`src/rtl/coin_pkg.sv`:
```
// Shared definitions for the change dispenser: the controller state
// encoding and the coin weights, expressed in 5-cent units.
package coin_pkg;

  typedef enum logic [1:0] {
    IDLE     = 2'd0,
    DISPENSE = 2'd1,
    GAP      = 2'd2,
    DONE     = 2'd3
  } state_t;

  localparam logic [7:0] NICKEL   = 8'd1;
  localparam logic [7:0] DIME     = 8'd2;
  localparam logic [7:0] TWO_DIME = 8'd4;

endpackage

```
`src/rtl/change_dispense_ctrl.sv`:
```
// Change dispense controller: keeps a shadow coin inventory, accepts a change
// request and pays it out greedily (two dimes, then dimes, then nickels) as
// one-cycle coin pulses, then reports completion and any unpaid remainder.
module change_dispense_ctrl
  import coin_pkg::*;
#(
  parameter int GAP_CYCLES = 0
) (
  input  logic       clk,
  input  logic       reset,
  input  logic       cfg_load,
  input  logic [7:0] cfg_nickels,
  input  logic [7:0] cfg_dimes,
  input  logic       req_valid,
  input  logic [7:0] req_amount,
  output logic       req_ready,
  output logic       load,
  output logic [7:0] nickels,
  output logic [7:0] dimes,
  output logic       nickel_out,
  output logic       dime_out,
  output logic       two_dime_out,
  output logic       done_valid,
  output logic       done_short,
  output logic [7:0] done_remaining,
  output logic [7:0] inv_nickels,
  output logic [7:0] inv_dimes
);

  // The gap counter counts down from GAP_CYCLES-1 so the FSM spends exactly
  // GAP_CYCLES cycles in GAP; with no gap a pulse returns straight to DISPENSE.
  localparam logic [3:0] GAP_LOAD   = 4'((GAP_CYCLES > 0) ? (GAP_CYCLES - 1) : 0);
  localparam state_t     POST_PULSE = (GAP_CYCLES == 0) ? DISPENSE : GAP;

  state_t     state_q;
  logic [7:0] remaining_q;
  logic [7:0] inv_nickels_q;
  logic [7:0] inv_dimes_q;
  logic [3:0] gap_cnt_q;
  logic       req_ready_q;
  logic       load_q;
  logic [7:0] nickels_q;
  logic [7:0] dimes_q;
  logic       nickel_out_q;
  logic       dime_out_q;
  logic       two_dime_out_q;
  logic       done_valid_q;
  logic       done_short_q;
  logic [7:0] done_remaining_q;

  // Controller FSM; every output is a register updated alongside the state.
  always_ff @(posedge clk) begin
    if (reset) begin
      state_q          <= IDLE;
      remaining_q      <= '0;
      inv_nickels_q    <= '0;
      inv_dimes_q      <= '0;
      gap_cnt_q        <= '0;
      req_ready_q      <= 1'b1;
      load_q           <= 1'b0;
      nickels_q        <= '0;
      dimes_q          <= '0;
      nickel_out_q     <= 1'b0;
      dime_out_q       <= 1'b0;
      two_dime_out_q   <= 1'b0;
      done_valid_q     <= 1'b0;
      done_short_q     <= 1'b0;
      done_remaining_q <= '0;
    end else begin
      load_q         <= 1'b0;
      nickel_out_q   <= 1'b0;
      dime_out_q     <= 1'b0;
      two_dime_out_q <= 1'b0;
      done_valid_q   <= 1'b0;
      case (state_q)
        IDLE: begin
          if (cfg_load) begin
            inv_nickels_q <= cfg_nickels;
            inv_dimes_q   <= cfg_dimes;
            nickels_q     <= cfg_nickels;
            dimes_q       <= cfg_dimes;
            load_q        <= 1'b1;
          end else if (req_valid) begin
            remaining_q <= req_amount;
            req_ready_q <= 1'b0;
            state_q     <= DISPENSE;
          end
        end
        DISPENSE: begin
          // The inventory guards keep the counter's nickel fallback unused
          // and make every subtraction below underflow-free.
          if (remaining_q >= TWO_DIME && inv_dimes_q >= 8'd2) begin
            two_dime_out_q <= 1'b1;
            remaining_q    <= remaining_q - TWO_DIME;
            inv_dimes_q    <= inv_dimes_q - 8'd2;
            gap_cnt_q      <= GAP_LOAD;
            state_q        <= POST_PULSE;
          end else if (remaining_q >= DIME && inv_dimes_q >= 8'd1) begin
            dime_out_q  <= 1'b1;
            remaining_q <= remaining_q - DIME;
            inv_dimes_q <= inv_dimes_q - 8'd1;
            gap_cnt_q   <= GAP_LOAD;
            state_q     <= POST_PULSE;
          end else if (remaining_q >= NICKEL && inv_nickels_q >= 8'd1) begin
            nickel_out_q  <= 1'b1;
            remaining_q   <= remaining_q - NICKEL;
            inv_nickels_q <= inv_nickels_q - 8'd1;
            gap_cnt_q     <= GAP_LOAD;
            state_q       <= POST_PULSE;
          end else begin
            done_valid_q     <= 1'b1;
            done_short_q     <= (remaining_q != 8'd0);
            done_remaining_q <= remaining_q;
            state_q          <= DONE;
          end
        end
        GAP: begin
          if (gap_cnt_q == 4'd0) begin
            state_q <= DISPENSE;
          end else begin
            gap_cnt_q <= gap_cnt_q - 4'd1;
          end
        end
        DONE: begin
          req_ready_q <= 1'b1;
          state_q     <= IDLE;
        end
        default: begin
          req_ready_q <= 1'b1;
          state_q     <= IDLE;
        end
      endcase
    end
  end

  assign req_ready      = req_ready_q;
  assign load           = load_q;
  assign nickels        = nickels_q;
  assign dimes          = dimes_q;
  assign nickel_out     = nickel_out_q;
  assign dime_out       = dime_out_q;
  assign two_dime_out   = two_dime_out_q;
  assign done_valid     = done_valid_q;
  assign done_short     = done_short_q;
  assign done_remaining = done_remaining_q;
  assign inv_nickels    = inv_nickels_q;
  assign inv_dimes      = inv_dimes_q;

endmodule
```
`config.mk`:
```
export PLATFORM = sky130hd
export DESIGN_NAME = change_dispense_ctrl
export DESIGN_NICKNAME = d
export VERILOG_FILES = /design/src/rtl/coin_pkg.sv /design/src/rtl/change_dispense_ctrl.sv
export SDC_FILE = /design/constraint.sdc
export NUM_CORES = 1
export LEC_CHECK = 0
export ABC_CLOCK_PERIOD_IN_PS = 2600
export BUFFER_PORTS_ARGS = -buffer_cell sky130_fd_sc_hd__buf_4
export CAP_MARGIN = 40
export CORE_MARGIN = 10
export CORE_UTILIZATION = 49
export CTS_CLUSTER_DIAMETER = 60
export DETAILED_ROUTE_END_ITERATION = 8
export PLACE_DENSITY = 0.76
export SETUP_SLACK_MARGIN = 0.4
export SLEW_MARGIN = 10
export SYNTH_ARGS = -nofsm -noshare
export SYNTH_HDL_FRONTEND = slang
export SYNTH_SLANG_ARGS = --single-unit
```
`constraint.sdc`:
```
create_clock -name clk -period 2.6 [get_ports clk]
set_clock_uncertainty 0.2 [all_clocks]
set_input_delay 0.13 -clock clk [delete_from_list [all_inputs] [get_ports clk]]
set_output_delay 0.13 -clock clk [all_outputs]
set_load 0.05 [all_outputs]
```
=== After elaboration in Yosys (flattened, before gate mapping) ===
Cells that the tools add are included.
W data, S select, Z words.

* Register bits: 61
* Input bits: 28
* Output and inout bits: 47
* Word-level logic and storage cells: 102

* $add $sub $neg: 7
* Order comparisons: 6
* Eq/ne operators: 13
* Multiplexer cells: 35
* Bitwise logic cells: 5
* Reductions and logical operators: 21

{| class="wikitable"
|+ Operator list
! cell !! count
|-
| $mux W8 || 12
|-
| $pmux W8 S2 || 3
|-
| $ge A8 B1 Y1 const B || 3
|-
| $sub A8 B1 Y8 const B || 3
|-
| $ge A8 B2 Y1 const B || 2
|-
| $mux W4 || 4
|-
| $ne A2 B2 Y1 const B || 8
|-
| $sub A8 B2 Y8 const B || 2
|-
| $mux W2 || 6
|-
| $reduce_and A3 Y1 || 4
|-
| $ge A8 B3 Y1 const B || 1
|-
| $pmux W2 S4 || 1
|-
| $pmux W4 S2 || 1
|-
| $reduce_and A4 Y1 || 2
|-
| $reduce_bool A8 Y1 || 1
|-
| $sub A8 B3 Y8 const B || 1
|-
| $mux W1 || 7
|-
| $reduce_bool A2 Y1 || 3
|-
| $not A1 Y1 || 5
|-
| $reduce_and A5 Y1 || 1
|-
| $eq A2 B2 Y1 const B || 2
|-
| $logic_not A4 Y1 || 1
|-
| $ne A4 B4 Y1 const B || 1
|-
| $reduce_or A2 Y1 || 2
|-
| other kinds (9) || 11
|}

=== Longest topological paths before layout ===
* Depth after elaboration: 6
* Depth in mapped cells: 10
* Mapped depth without buffers: 8

=== Worst setup path before layout ===
Ideal clock, no wire load.

* Path kind: reg-to-reg
* From: reg inv_dimes_q[1] (netlist: inv_dimes[1])
* To: reg remaining_q[4]
* Library setup time: 116 ps
* Arrival: 2,686 ps
* Required time: 2,284 ps
* Slack: -401 ps
* Stages on the path, launching flop included: 10
* Buffers on the path: 1
* Period minus slack after synthesis: 3,001 ps
* Cell sequence: dfxtp_1 inv_1 ha_1 or4b_1 or2_2 buf_2 a21oi_1 a2bb2oi_1 a2111oi_0 a31o_1

* Word-level cells in the longest chain between the ends: 5
* Elaborated cells between the ends (all ways): 9
* Those cells by class: order compare: 2; eq/ne: 1; mux: 3; reduce/logical: 3

{| class="wikitable"
|+ Ends and longest elaborated chain
! item !! RTL line !! RTL
|-
| start, declared || change_dispense_ctrl.sv:38 || <nowiki>logic [7:0] inv_dimes_q;</nowiki>
|-
| start signal, assigned || change_dispense_ctrl.sv:79 || <nowiki>inv_dimes_q <= cfg_dimes;</nowiki>
|-
| start signal, assigned || change_dispense_ctrl.sv:95 || <nowiki>inv_dimes_q <= inv_dimes_q - 8'd2;</nowiki>
|-
| start signal, assigned || change_dispense_ctrl.sv:101 || <nowiki>inv_dimes_q <= inv_dimes_q - 8'd1;</nowiki>
|-
| $ge A8 B1 Y1 || change_dispense_ctrl.sv:98 || <nowiki>end else if (remaining_q >= DIME && inv_dimes_q >= 8'd1) begin</nowiki>
|-
| $logic_and A1 B1 Y1 || change_dispense_ctrl.sv:98 ||
|-
| $mux W8 || change_dispense_ctrl.sv:98 ||
|-
| $mux W8 || change_dispense_ctrl.sv:92 || <nowiki>if (remaining_q >= TWO_DIME && inv_dimes_q >= 8'd2) begin</nowiki>
|-
| $pmux W8 S2 || change_dispense_ctrl.sv:75 || <nowiki>case (state_q)</nowiki>
|-
| end signal, assigned || change_dispense_ctrl.sv:94 || <nowiki>remaining_q <= remaining_q - TWO_DIME;</nowiki>
|-
| end signal, assigned || change_dispense_ctrl.sv:100 || <nowiki>remaining_q <= remaining_q - DIME;</nowiki>
|-
| end signal, assigned || change_dispense_ctrl.sv:106 || <nowiki>remaining_q <= remaining_q - NICKEL;</nowiki>
|-
| end, declared || change_dispense_ctrl.sv:36 || <nowiki>logic [7:0] remaining_q;</nowiki>
|}

Parallel ways exist; a longest one is shown, timed or not.
A chain may end at the register's enable or synchronous reset.

=== Final worst setup path ===
Same ends and word-level chain as after synthesis.

==> summary.txt <==
Ys Warns = 0
Syn-to-layout area delta = 58.1%
Initial Util = 0.503
# H-tree levels = 3
Vias per cell = 6.26
Most common cell after layout, fill and taps aside = buf_4
Power Dens Cells = 861 nW/um^2
Asr flop ratio synth = 0
Die X = 103 um
Final Setup Violations = 0
Cells after synthesis = 429
Drt first-iter violations = 435
GRT overflow = 0
Syn Area/Cell = 7.96 sq um
Core region area = 6790 sq um
CTS Buf Count = 9
GP Congestion = 0.986
Hold Crit Class = input port to register
Tmin final = 2470 ps
Clk pin slew, worst setup/hold paths = 80 ps
DR WL met2 = 6560 um
Mapped cell area = 3420 sq um
Final Net Count = 614
Leakage = 0.00215 uW
Via count = 4,192
Peak supply drop = 0.000528 V
Final hold vios = 0
First-pass GRT wire length = 19,100 um
CTS sink cnt = 61
Max frequency = 404 MHz
Top Metal Used = met4
Slew margin rel. = 0.530
Initial antenna violation count = 0
Drt pass-1 iters = 7
Max_cap viols = 0
Clk Latency, worst-skew pair = 350 ps
Max Fanout on Critical Path = 5
Gr usage total = 0.221
Max Root-Sink Buffers = 2
DRT antenna net count = 0
Met3 wire length = 1120 um
Most frequent cells in the layout = 124 x buf_4, 54 x nand2_1, 49 x dfxtp_1, 35 x nor2_1, 32 x a21oi_1
Share of cells above drive strength 1 = 0.429
Critical Path Sink Type = register
Dominant synthesized flop cell = dfxtp_1
Io pins = 75
Met1 wire length = 5310 um
Setup_tns = 0 ps
Cell variety after synth = 63
ANT cells = 0
R2r setup slk = 130 ps
Status = finished clean
EDFF count, synth = 0
Routed len/inst = 20.5 um
WL final = 13,700 um
Clock tree from TritonCTS = built
Die area = 10,700 sq um
Worst Path Required = 2700 ps
Register area share after synthesis = 0.358
DP HPWL = 7930 um
Fin. max-slew vios = 0
Largest net degree at the start of global routing = 60
Syn nets = 474
Slew of the pin with the lowest slew margin = 706 ps
FF+latch count, synth = 61
Die height = 103 um
DRC Markers = 0
Final period util = 0.951
Row count = 30
I/O Buffers = 74
Overall Power = 4650 uW
Clock Tree Root = clkbuf_8
Vias in the first global route = 3,944
Critical path class = register to register
Startpoint types = register
Worst Path Arrival = 2570 ps
RSZ-0062 raised after global routing = yes
cells in the mapped netlist (all sizes together) (7+ instances only):
| library cell | instances | area, sq um |
|---|---|---|
| a21oi | 43 | 226 |
| a31oi | 9 | 56.3 |
| buf | 7 | 40.0 |
| clkbuf | 19 | 71.3 |
| dfxtp | 61 | 1220 |
| ha | 17 | 213 |
| inv | 12 | 45.0 |
| mux2i | 9 | 90.1 |
| nand2 | 56 | 210 |
| nand2b | 7 | 43.8 |
| nand3 | 11 | 55.1 |
| nor2 | 38 | 145 |
| nor3 | 18 | 95.1 |
| nor4 | 9 | 62.6 |
| o21ai | 28 | 155 |
flip-flops by register name (all words and copies together) (netlist names):
signal / cells
two_dime_out: 1
nickels: 8
inv_nickels: 8
dime_out: 1
done_short: 1
req_ready: 1
inv_dimes: 8
load: 1
nickel_out: 1
remaining_q: 8
dimes: 8
done_remaining: 8
state_q: 2
gap_cnt_q: 4
done_valid: 1
critical path: stages, from the launching register on:
cell and delay, ps:
dfxtp_4 370, inv_6 50, ha_4 150, or4b_4 500, nor2_2 120, buf_6 160, o21ai_1 90, a2bb2oi_2 160
a2111oi_1 480, a31o_1 150
path summary, 6_finish.rpt:
check | start | end | depth (start not counted)
hold reg to reg | nickels[1] | nickels[1] | 2
setup reg to reg | inv_dimes[1] | remaining_q[4] | 9
setup / recovery | inv_dimes[1] | remaining_q[4] | 9
hold / removal | req_amount[1] | remaining_q[1] | 3
per-stage QoR:
stage / area (sq um) / hold slack, ps / std cells / setup slack, ps / utilization
3_5_place_dp: 4340 / 200 / 607 / 57.1 / 0.639
5_1_grt: 5400 / 80.1 / 670 / 42.9 / 0.795
4_1_cts: 5090 / 0.920 / 658 / 200 / 0.750
2_1_floorplan: 3520 / 66.0 / 429 / 101 / -
6_report: 5400 / 39.4 / 670 / 128 / 0.795
3_3_place_gp: 4340 / 192 / 607 / 134 / 0.639
what timing repair did:
item | in CTS | in global routing
hold buffers | 20 | 1
hold endpoints to repair | 35 | 1
gates resized for setup | 52 | 46
buffers inserted | 15 | 11
pin swaps | 30 | 23
endpoints found under the setup margin | 38 | 39
layer usage:
layer  track usage  vias up
li1              -     1847
met1         0.265     1996
met2         0.375      258
met3        0.0452       91
met4        0.0930        0
met5             0        -
cells by family (layout without fill, tap and decap cells):
kind of cell,Yosys count,after routing,synth area share
buffers and inverters,38,183,0.0458
flip-flops,61,61,0.358
AND/OR/NAND/NOR,172,172,0.248
XOR/XNOR,3,3,0.00769
multiplexers,9,9,0.0264
AO/OA/AOI/OAI,129,129,0.252
adder cells (fa/ha/maj),17,17,0.0623
power breakdown:
group / switching [uW] / internal [uW] / total, uW
clock network: 398 / 482 / 880
registers: 122 / 1040 / 1170
logic: 1530 / 1070 / 2600
total: 2060 / 2590 / 4650
cell type report:
type | count | area, sq um
Clock buffer | 14 | 194
Clock inverter | 2 | 12.5
Multi-Input combinational cell | 330 | 2500
Fill cell | 400 | 1390
Timing Repair Buffer | 155 | 1260
Sequential cell | 61 | 1250
Inverter | 12 | 57.6
Tap cell | 96 | 120
(Power assumes the default switching activity.)
